`config.mk`:
```
export PLATFORM = sky130hd
export DESIGN_NAME = chan_gain_spi_flat
export DESIGN_NICKNAME = d
export VERILOG_FILES = /design/src/rtl/dso_pkg.sv /design/src/rtl/chan_gain_spi_if.sv /design/src/rtl/chan_gain_spi_tx16.sv /design/src/rtl/chan_gain_spi.sv /design/src/flat_wrapper.sv
export SDC_FILE = /design/constraint.sdc
export NUM_CORES = 1
export LEC_CHECK = 0
export CORE_MARGIN = 1.5
export CORE_UTILIZATION = 43
export DETAILED_ROUTE_END_ITERATION = 8
export HOLD_SLACK_MARGIN = 0.02
export PLACE_DENSITY_LB_ADDON = 0.15
export SLEW_MARGIN = 20
export SYNTH_ARGS = -nofsm -noshare
export SYNTH_HDL_FRONTEND = slang
export SYNTH_HIERARCHICAL = 1
export SYNTH_SLANG_ARGS = --single-unit
export TNS_END_PERCENT = 10
```
`constraint.sdc`:
```
create_clock -name clk -period 4.8 [get_ports clk]
set_input_delay 0.96 -clock clk [delete_from_list [all_inputs] [get_ports clk]]
set_output_delay 0.96 -clock clk [all_outputs]
set_load 0.02 [all_outputs]
```
`src/rtl/dso_pkg.sv`:
```
// Shared types for the AFE gain engine: channel encoding, pot command byte,
// request record, FSM states and the fixed gain -> wiper code table.
package dso_pkg;

  typedef enum logic [1:0] {CH1 = 2'b00, CH2 = 2'b01, CH3 = 2'b10, CH_ILL = 2'b11} ch_e;

  typedef enum logic [2:0] {S_IDLE, S_SETUP, S_SHIFT, S_HOLD, S_DONE} state_e;

  typedef struct packed {
    ch_e        ch;
    logic [2:0] gain;
  } cfg_req_t;

  localparam logic [7:0] POT_CMD = 8'h13;

  function automatic logic [7:0] gain2code(input logic [2:0] g);
    logic [7:0] c;
    case (g)
      3'd0:    c = 8'h02;
      3'd1:    c = 8'h05;
      3'd2:    c = 8'h09;
      3'd3:    c = 8'h14;
      3'd4:    c = 8'h28;
      3'd5:    c = 8'h46;
      3'd6:    c = 8'h6B;
      default: c = 8'hDD;
    endcase
    return c;
  endfunction

endpackage

```
`src/rtl/chan_gain_spi_if.sv`:
```
// Request/handshake bundle between the command processor and the gain engine.
interface chan_gain_spi_if;
  logic       cfg_vld;
  logic [1:0] cfg_ch;
  logic [2:0] cfg_gain;
  logic       cfg_rdy;
  logic       cfg_done;
  logic       cfg_err;

  modport master (output cfg_vld, cfg_ch, cfg_gain, input  cfg_rdy, cfg_done, cfg_err);
  modport slave  (input  cfg_vld, cfg_ch, cfg_gain, output cfg_rdy, cfg_done, cfg_err);
endinterface

```
`src/rtl/chan_gain_spi_tx16.sv`:
```
// Generic 16-bit SPI mode-0 shifter: load presents din[15] on MOSI, start runs
// 16 SCLK periods (low half then high half), done flags the final clk of period 16.
module spi_tx16 #(
  parameter int SCLK_DIV = 32
) (
  input  logic        clk,
  input  logic        rst_n,
  input  logic        load,
  input  logic [15:0] din,
  input  logic        start,
  output logic        sclk,
  output logic        mosi,
  output logic        busy,
  output logic        done
);
  localparam int HALF = SCLK_DIV / 2;
  localparam int DW   = $clog2(SCLK_DIV);

  logic [15:0]   sr_q, sr_d;
  logic [DW-1:0] div_q, div_d;
  logic [3:0]    bit_q, bit_d;
  logic          act_q, act_d;
  logic          sclk_q, sclk_d;
  logic          div_end;

  assign div_end = (div_q == DW'(SCLK_DIV - 1));
  assign done    = act_q && div_end && (bit_q == 4'd15);

  always_comb begin
    sr_d  = sr_q;
    div_d = div_q;
    bit_d = bit_q;
    act_d = act_q;
    if (load) sr_d = din;
    if (start) begin
      act_d = 1'b1;
      div_d = '0;
      bit_d = '0;
    end else if (act_q) begin
      div_d = div_q + 1'b1;
      if (div_end) begin
        div_d = '0;
        // the wrap is the SCLK fall: advance MOSI, or park it low after bit 15
        if (bit_q == 4'd15) begin
          act_d = 1'b0;
          sr_d  = '0;
        end else begin
          bit_d = bit_q + 4'd1;
          sr_d  = {sr_q[14:0], 1'b0};
        end
      end
    end
    sclk_d = act_d && (div_d >= DW'(HALF));
  end

  always_ff @(posedge clk or negedge rst_n) begin
    if (!rst_n) begin
      sr_q   <= '0;
      div_q  <= '0;
      bit_q  <= '0;
      act_q  <= 1'b0;
      sclk_q <= 1'b0;
    end else begin
      sr_q   <= sr_d;
      div_q  <= div_d;
      bit_q  <= bit_d;
      act_q  <= act_d;
      sclk_q <= sclk_d;
    end
  end

  assign sclk = sclk_q;
  assign mosi = sr_q[15];
  assign busy = act_q;

endmodule

```
`src/rtl/chan_gain_spi.sv`:
```
// Gain configuration engine: maps a CFG_GAIN request to a pot wiper code and
// writes {POT_CMD, code} to the selected channel pot over SPI.
module chan_gain_spi #(
  parameter int         SCLK_DIV = 32,
  parameter logic [7:0] POT_CMD  = dso_pkg::POT_CMD
) (
  input  logic           clk,
  input  logic           rst_n,
  chan_gain_spi_if.slave cfg,
  output logic           SCLK,
  output logic           MOSI,
  output logic           ch1_ss_n,
  output logic           ch2_ss_n,
  output logic           ch3_ss_n,
  output logic [2:0]     gain_ch1,
  output logic [2:0]     gain_ch2,
  output logic [2:0]     gain_ch3
);
  import dso_pkg::*;

  localparam int HALF = SCLK_DIV / 2;
  localparam int CW   = $clog2(SCLK_DIV);

  state_e          state_q, state_d;
  logic [CW-1:0]   cnt_q, cnt_d;
  cfg_req_t        req_q, req_d;
  logic [2:0]      ss_n_q, ss_n_d;
  logic            done_q, done_d, err_q, err_d;
  logic [2:0][2:0] gain_q, gain_d;
  logic            tx_load, tx_start, tx_done, tx_busy;
  logic [15:0]     tx_data;
  logic            cnt_end;

  assign cnt_end = (cnt_q == CW'(HALF - 1));
  assign tx_data = {POT_CMD, gain2code(cfg.cfg_gain)};

  always_comb begin
    state_d  = state_q;
    cnt_d    = cnt_q + 1'b1;
    req_d    = req_q;
    tx_load  = 1'b0;
    tx_start = 1'b0;
    case (state_q)
      S_IDLE: begin
        cnt_d = '0;
        if (cfg.cfg_vld && !tx_busy) begin
          req_d.ch   = ch_e'(cfg.cfg_ch);
          req_d.gain = cfg.cfg_gain;
          // illegal channel skips the frame and just reports through DONE
          if (ch_e'(cfg.cfg_ch) == CH_ILL) state_d = S_DONE;
          else begin
            state_d = S_SETUP;
            tx_load = 1'b1;
          end
        end
      end
      S_SETUP: if (cnt_end) begin
        state_d  = S_SHIFT;
        cnt_d    = '0;
        tx_start = 1'b1;
      end
      S_SHIFT: begin
        cnt_d = '0;
        if (tx_done) state_d = S_HOLD;
      end
      S_HOLD: if (cnt_end) begin
        state_d = S_DONE;
        cnt_d   = '0;
      end
      S_DONE: begin
        state_d = S_IDLE;
        cnt_d   = '0;
      end
      default: state_d = S_IDLE;
    endcase

    ss_n_d = 3'b111;
    if (state_d inside {S_SETUP, S_SHIFT, S_HOLD}) begin
      case (req_d.ch)
        CH1:     ss_n_d = 3'b110;
        CH2:     ss_n_d = 3'b101;
        CH3:     ss_n_d = 3'b011;
        default: ss_n_d = 3'b111;
      endcase
    end

    done_d = (state_q == S_DONE);
    err_d  = done_d && (req_q.ch == CH_ILL);
    gain_d = gain_q;
    if (state_q == S_DONE) begin
      case (req_q.ch)
        CH1:     gain_d[0] = req_q.gain;
        CH2:     gain_d[1] = req_q.gain;
        CH3:     gain_d[2] = req_q.gain;
        default: gain_d    = gain_q;
      endcase
    end
  end

  always_ff @(posedge clk or negedge rst_n) begin
    if (!rst_n) begin
      state_q <= S_IDLE;
      cnt_q   <= '0;
      req_q   <= '0;
      ss_n_q  <= 3'b111;
      done_q  <= 1'b0;
      err_q   <= 1'b0;
      gain_q  <= '0;
    end else begin
      state_q <= state_d;
      cnt_q   <= cnt_d;
      req_q   <= req_d;
      ss_n_q  <= ss_n_d;
      done_q  <= done_d;
      err_q   <= err_d;
      gain_q  <= gain_d;
    end
  end

  spi_tx16 #(.SCLK_DIV(SCLK_DIV)) u_tx (
    .clk   (clk),
    .rst_n (rst_n),
    .load  (tx_load),
    .din   (tx_data),
    .start (tx_start),
    .sclk  (SCLK),
    .mosi  (MOSI),
    .busy  (tx_busy),
    .done  (tx_done)
  );

  assign cfg.cfg_rdy  = (state_q == S_IDLE) && !tx_busy;
  assign cfg.cfg_done = done_q;
  assign cfg.cfg_err  = err_q;
  assign ch1_ss_n     = ss_n_q[0];
  assign ch2_ss_n     = ss_n_q[1];
  assign ch3_ss_n     = ss_n_q[2];
  assign gain_ch1     = gain_q[0];
  assign gain_ch2     = gain_q[1];
  assign gain_ch3     = gain_q[2];

endmodule

```
`src/flat_wrapper.sv`:
```
// flat-port wrapper written by rule: the top's interface ports become plain ports
module chan_gain_spi_flat import dso_pkg::*;
#(
  parameter int         SCLK_DIV = 32,
  parameter logic [7:0] POT_CMD  = dso_pkg::POT_CMD
)
  (clk, rst_n, SCLK, MOSI, ch1_ss_n, ch2_ss_n, ch3_ss_n, gain_ch1, gain_ch2, gain_ch3, cfg_cfg_vld, cfg_cfg_ch, cfg_cfg_gain, cfg_cfg_rdy, cfg_cfg_done, cfg_cfg_err);
  chan_gain_spi_if cfg_i ();
  input  logic clk;
  input  logic rst_n;
  output logic SCLK;
  output logic MOSI;
  output logic ch1_ss_n;
  output logic ch2_ss_n;
  output logic ch3_ss_n;
  output logic [2:0] gain_ch1;
  output logic [2:0] gain_ch2;
  output logic [2:0] gain_ch3;
  input wire logic [$bits(cfg_i.cfg_vld)-1:0] cfg_cfg_vld;
  input wire logic [$bits(cfg_i.cfg_ch)-1:0] cfg_cfg_ch;
  input wire logic [$bits(cfg_i.cfg_gain)-1:0] cfg_cfg_gain;
  output wire logic [$bits(cfg_i.cfg_rdy)-1:0] cfg_cfg_rdy;
  output wire logic [$bits(cfg_i.cfg_done)-1:0] cfg_cfg_done;
  output wire logic [$bits(cfg_i.cfg_err)-1:0] cfg_cfg_err;
  assign cfg_i.cfg_vld = cfg_cfg_vld;
  assign cfg_i.cfg_ch = cfg_cfg_ch;
  assign cfg_i.cfg_gain = cfg_cfg_gain;
  assign cfg_cfg_rdy = cfg_i.cfg_rdy;
  assign cfg_cfg_done = cfg_i.cfg_done;
  assign cfg_cfg_err = cfg_i.cfg_err;
  chan_gain_spi #(.SCLK_DIV(SCLK_DIV), .POT_CMD(POT_CMD)) u_core (.clk(clk), .rst_n(rst_n), .cfg(cfg_i), .SCLK(SCLK), .MOSI(MOSI), .ch1_ss_n(ch1_ss_n), .ch2_ss_n(ch2_ss_n), .ch3_ss_n(ch3_ss_n), .gain_ch1(gain_ch1), .gain_ch2(gain_ch2), .gain_ch3(gain_ch3));
endmodule
```
# Word level (Yosys, flattened, before mapping)
# Cells that the tools add are included.
[classes]
n_eq_ne = 23
addsub = 3
n_mux = 34
reduce_logical = 21
n_lt_le_gt_ge = 1
[ops]
columns = ["op", "count"]
rows = [
  ["16-bit two-way mux", 5],
  ["8-bit case mux with 7 select lines", 1],
  ["5-bit two-way mux", 6],
  ["3-bit by 2-bit equality test with 1-bit output, second input constant", 6],
  ["3-bit two-way mux", 6],
  ["4-bit two-way mux", 4],
  ["3-bit equality test, second input constant", 4],
  ["3-bit case mux with 4 select lines", 1],
  ["5-bit by 1-bit adder with 5-bit output, second input constant", 2],
  ["5-bit case mux with 2 select lines", 1],
  ["3-bit by 1-bit equality test with 1-bit output, second input constant", 3],
  ["1-bit two-way mux", 9],
  ["3-bit case mux with 3 select lines", 1],
  ["2-bit equality test, second input constant", 4],
  ["2-bit AND reduction", 4],
  ["1-bit logical AND", 6],
  ["3-bit logical NOT", 2],
  ["5-bit by 4-bit equality test with 1-bit output, second input constant", 1],
  ["5-bit equality test, second input constant", 1],
  ["5-bit greater-or-equal comparator, second input constant", 1],
  ["4-bit by 1-bit adder with 4-bit output, second input constant", 1],
  ["2-bit by 1-bit equality test with 1-bit output, second input constant", 2],
  ["4-bit equality test, second input constant", 1],
  ["2-bit logical NOT", 2],
  ["other kinds (7)", 8],
]
[word_totals]
ff_bits = 54
wordCells = 97
output_inout_bits = 17
input_bits = 8

# Logic depth before layout (Yosys ltp)
[depth]
depth_word = 8
mapped_depth = 12
ltp_nobuf = 9

# By module
# The synthesis kept the hierarchy.
[by_module_without_submodules]
columns = ["module", "seq_area_each_um2", "cells_each", "area_each_um2", "instances"]
rows = [
  ["spi_tx16", 675.6, 114, 1355.0, 1],
  ["chan_gain_spi", 679.4, 107, 1268.7, 1],
]

# Worst setup path after synthesis
# OpenSTA, ideal clock, no wires.
[synth_timing]
kind = "register -> register"
from = "register u_core.cnt_q[0]"
to = "register u_core.u_tx.sr_q[10]"
path_slack_ns = 2.683
t_arrival_ns = 1.987
setup_ns = 0.130
stages_incl_launch_ff = 13
path_buffers = 3
period_less_slack_ns = 2.117
t_required_ns = 4.670
path_cell_list = "dfrtp_1 > ha_1 > nand3_1 > inv_1 > ha_1 > nand2_1 > nor3_1 > and3b_1 > buf_6 > nor2b_4 > buf_6 > buf_8 > o2bb2ai_1"
[synth_via]
elab_chain_cells = 4
[synth_lines]
columns = ["element", "line_no", "source"]
rows = [
  ["from (decl)", "chan_gain_spi.sv:25", "logic [CW-1:0] cnt_q, cnt_d;"],
  ["from (signal assigned)", "chan_gain_spi.sv:111", "cnt_q <= cnt_d;"],
  ["5-bit by 4-bit equality test with 1-bit output", "chan_gain_spi.sv:34", "assign cnt_end = (cnt_q == CW'(HALF - 1));"],
  ["1-bit two-way mux", "chan_gain_spi.sv:57", "S_SETUP: if (cnt_end) begin"],
  ["1-bit two-way mux", "chan_gain_spi.sv:43", "case (state_q)"],
  ["net u_core.tx_start", "chan_gain_spi.sv:30", "logic tx_load, tx_start, tx_done, tx_busy;"],
  ["16-bit two-way mux", "chan_gain_spi_tx16.sv:35", "if (start) begin"],
  ["net u_core.u_tx.sr_d[10]", "chan_gain_spi_tx16.sv:19", "logic [15:0] sr_q, sr_d;"],
  ["to (signal assigned)", "chan_gain_spi_tx16.sv:64", "sr_q <= sr_d;"],
  ["to (decl)", "chan_gain_spi_tx16.sv:19", ""],
]
# The timed path passes the listed nets, and every way through them passes these cells.
# A chain may end at the register's enable or synchronous reset.

# Worst setup path in the final report
[layout_timing]
from = "register u_core.state_q[1]"
to = "output port cfg_cfg_rdy"
[layout_via]
elab_chain_cells = 2
[layout_lines]
columns = ["element", "line_no", "source"]
rows = [
  ["from (decl)", "chan_gain_spi.sv:24", "state_e state_q, state_d;"],
  ["from (signal assigned)", "chan_gain_spi.sv:110", "state_q <= state_d;"],
  ["3-bit logical NOT", "chan_gain_spi.sv:132", "assign cfg.cfg_rdy = (state_q == S_IDLE) && !tx_busy;"],
  ["1-bit logical AND", "chan_gain_spi.sv:132", ""],
  ["to (decl)", "flat_wrapper.sv:22", "output wire logic [$bits(cfg_i.cfg_rdy)-1:0] cfg_cfg_rdy;"],
]
# Every way passes these cells.

==> impl_metrics.toml <==
[synth]
yosysSeqAreaShare_pct = 51.6
synth_cells = 221
ys_async_sr_fraction_pct = 100
netlist_area_um2 = 2620
synth_area_leaders = "dfrtp_1 (49%), mux2i_1 (7.2%), mux2_2 (6.4%), o2bb2ai_1 (5.3%), ha_1 (3.3%)"
synth_cell_types = 46
ys.warnings.count = 6
yosys.area.top_type = "dfrtp_1"
syn_area_per_cell_um2 = 11.9
synth-edff-count = 0
synth.most_common_cell = "dfrtp_1"
synth_seq_cells = 54
ys.flop_type = "dfrtp_1"
synth_commonest_cells = "dfrtp_1 (51), mux2i_1 (19), o2bb2ai_1 (16), mux2_2 (15), nor2_1 (14)"
netlist.area_leader.share_pct = 48.6

[sta]
hold_viol_final = 0
fin_tns_setup_ns = 0
final.setup.worst_slack_ns = 1.90
period_share_pct = 60.4
setup_viol = 0
worst_pin_slew_ns = 0.685
rsz0062_at_grt = "no"
slew_violations = 0
skew_ns = 0.00565
slew_headroom_pct = 54.2
fmax_mhz = 345
fin_crit_ns = 2.90

[placed_design]
dp_slack_ns = 1.75
gp_congestion = 0.671
place.port_buffers = 24
placed_area_um2 = 2890
hpwlAfterDp_um = 2990

[floorplanning]
die_w_um = 81.1
placeableCoreArea_um2 = 5920
initial_core_util_pct = 44.3
rows = 28
fp.dieH_um = 81.1
io_pins = 25
die_area_um2 = 6580

[cells_and_area]
drive_above_1_share_pct = 14.2
postLayoutCellArea_um2 = 2990
syn_to_final_growth_pct = 14.0
num-fill-cells = 563
nets = 261
insertedDiodeCount = 0
regArea_um2 = 1360
multi_input_area_um2 = 1170

[critical_path]
cp_slowest_cell = "clkdlybuf4s50_1"
crit_chain = "nor4_4 > clkdlybuf4s50_1"
cp_max_fo = 9
required_ns = 3.84
crit_path_max_incr_delay_ns = 0.68
worstSetupEndpointType = "output port"
arrival_ns = 1.94
critical_path_class = "flip-flop to output port"
cp-start-kind = "flip-flop"

[power_and_ir_drop]
power.density_nw_per_um2 = 482
cellLeakagePower_nw = 1.30
ir_drop_v = 0.000237

[routing]
first_pass_iters = 4
avgViaCountPerCell = 5.17
dr_total_vias = 1666
wl_um = 4440
ant_nets = 0
drc = 0
wl_per_cell_um = 13.8
drt_iter0_drc = 61

[cts]
cts_root_buf = "clkbuf_8"
postCtsResizedCells = 0
clock_sinks = 54
cts_buffers = 5
cts_max_path_buffers = 2
clk_latency_ns = 0.30
post_cts_buffers = 0
htreeDepth = 2
postCtsHoldBufs = 0
clk_pin_slew_worst_paths_ns = 0.09
cts_tree = "yes"

[worst_hold_path]
min_path_type = "flip-flop to flip-flop"

[grt]
grt_pass1_vias = 1617
grt-ovfl-total = 0
grt_max_degree = 55
grt_use_total_pct = 15.4
antenna_found_initial = 0
grt_first_pass_wirelength_um = 7690

[outcome]
status = "finished, final reports clean"

[job]
drv_cap = 0
-- worst paths after layout --
| kind | from | end | slack (ns) | cells after the start |
|---|---|---|---|---|
| min in group asynchronous | rst_n | u_core/cnt_q[1]$_DFF_PN0_ | 0.77 | 2 |
| worst max register to register | u_core/cnt_q[0]$_DFF_PN0_ | u_core/u_tx/sr_q[6]$_DFF_PN0_ | 2.11 | 10 |
| worst min register to register | u_core/cnt_q[0]$_DFF_PN0_ | u_core/cnt_q[0]$_DFF_PN0_ | 0.47 | 1 |
| max in group asynchronous | rst_n | u_core/gain_ch2[1]$_DFFE_PN0P_ | 3.58 | 2 |
| worst max-delay path | u_core/state_q[1]$_DFF_PN0_ | cfg_cfg_rdy | 1.90 | 2 |
| worst min-delay path | u_core/cnt_q[0]$_DFF_PN0_ | u_core/cnt_q[0]$_DFF_PN0_ | 0.47 | 1 |
-- cells by family after synthesis --
family	after synthesis	share of synthesized area (%)
and+or+nand+nor	62	14.0
DFF	54	51.6
AOI/OAI and AO/OA	36	10.3
muxes	35	14.1
buffers and inverters	21	4.91
adders and majority gates	7	3.34
xor gates and xnor gates	4	1.34
other	2	0.286
-- power by group --
part	internal, mW	switching [mW]
Clock	0.117	0.139
Sequential	0.616	0.125
Combinational	0.235	0.211
Total	0.968	0.475
-- area by class of cell --
class	instances	area share [%]
Clock buffer	7	2.89
Clock inverter	1	0.167
Inverter	7	0.879
Multi-Input combinational cell	152	39.2
Sequential cell	54	45.3
Tap cell	75	3.14
Timing Repair Buffer	26	8.37
-- flip-flops by register name, indices dropped and copies added, names as in the netlist --
register / count
u_core/cnt_q: 5
u_core/cfg.cfg_err: 1
u_core/gain_ch2: 3
u_core/u_tx/sclk: 1
u_core/cfg.cfg_done: 1
u_core/req_q: 5
u_core/state_q: 3
u_core/gain_ch1: 3
u_core/u_tx/bit_q: 4
u_core/gain_ch3: 3
u_core/u_tx/sr_q: 16
u_core/u_tx/busy: 1
u_core/u_tx/div_q: 5
u_core/ss_n_q: 3
-- per-stage QoR --
step                total power, mW  hold WS (ns)  std cells  util [%]
finish                         1.44         0.467        322      50.5
global route                   1.55         0.495        322      50.5
CTS                            1.47         0.477        322      50.4
detailed placement             1.20         0.463        314      48.8
global placement               1.19         0.452        314      48.8
floorplan                      1.05         0.433        227         -
-- layout by cell type, fill, tap and decap left out, types with 3 or more instances in the layout --
cell,n
conb_1,8
ha_1,7
dfstp_2,3
nand4_1,4
nand2b_1,4
o2bb2ai_1,16
mux2_2,15
a32oi_1,3
nand2_1,9
and3_1,5
inv_1,7
mux2i_1,19
clkdlybuf4s50_1,23
a21oi_1,5
nor3b_1,3
clkbuf_8,6
nor2b_1,3
nor3_1,3
nand3_1,5
dfrtp_1,51
nor2_1,14
-- worst max-delay path, delay by kind of cell (launching register included) --
family	cells	cell delay (ns)
buffers and inverters	1	0.68
and+or+nand+nor	1	0.44
DFF	1	0.53
-- routing by layer --
metal / global-route usage [%] / share of wire [%]
met1: 21.4 / 50
met2: 23.5 / 46
met3: 3.37 / 2.7
met4: 5.69 / 1.5
met5: 0 / 0
Power figures use the tool's default switching activity.
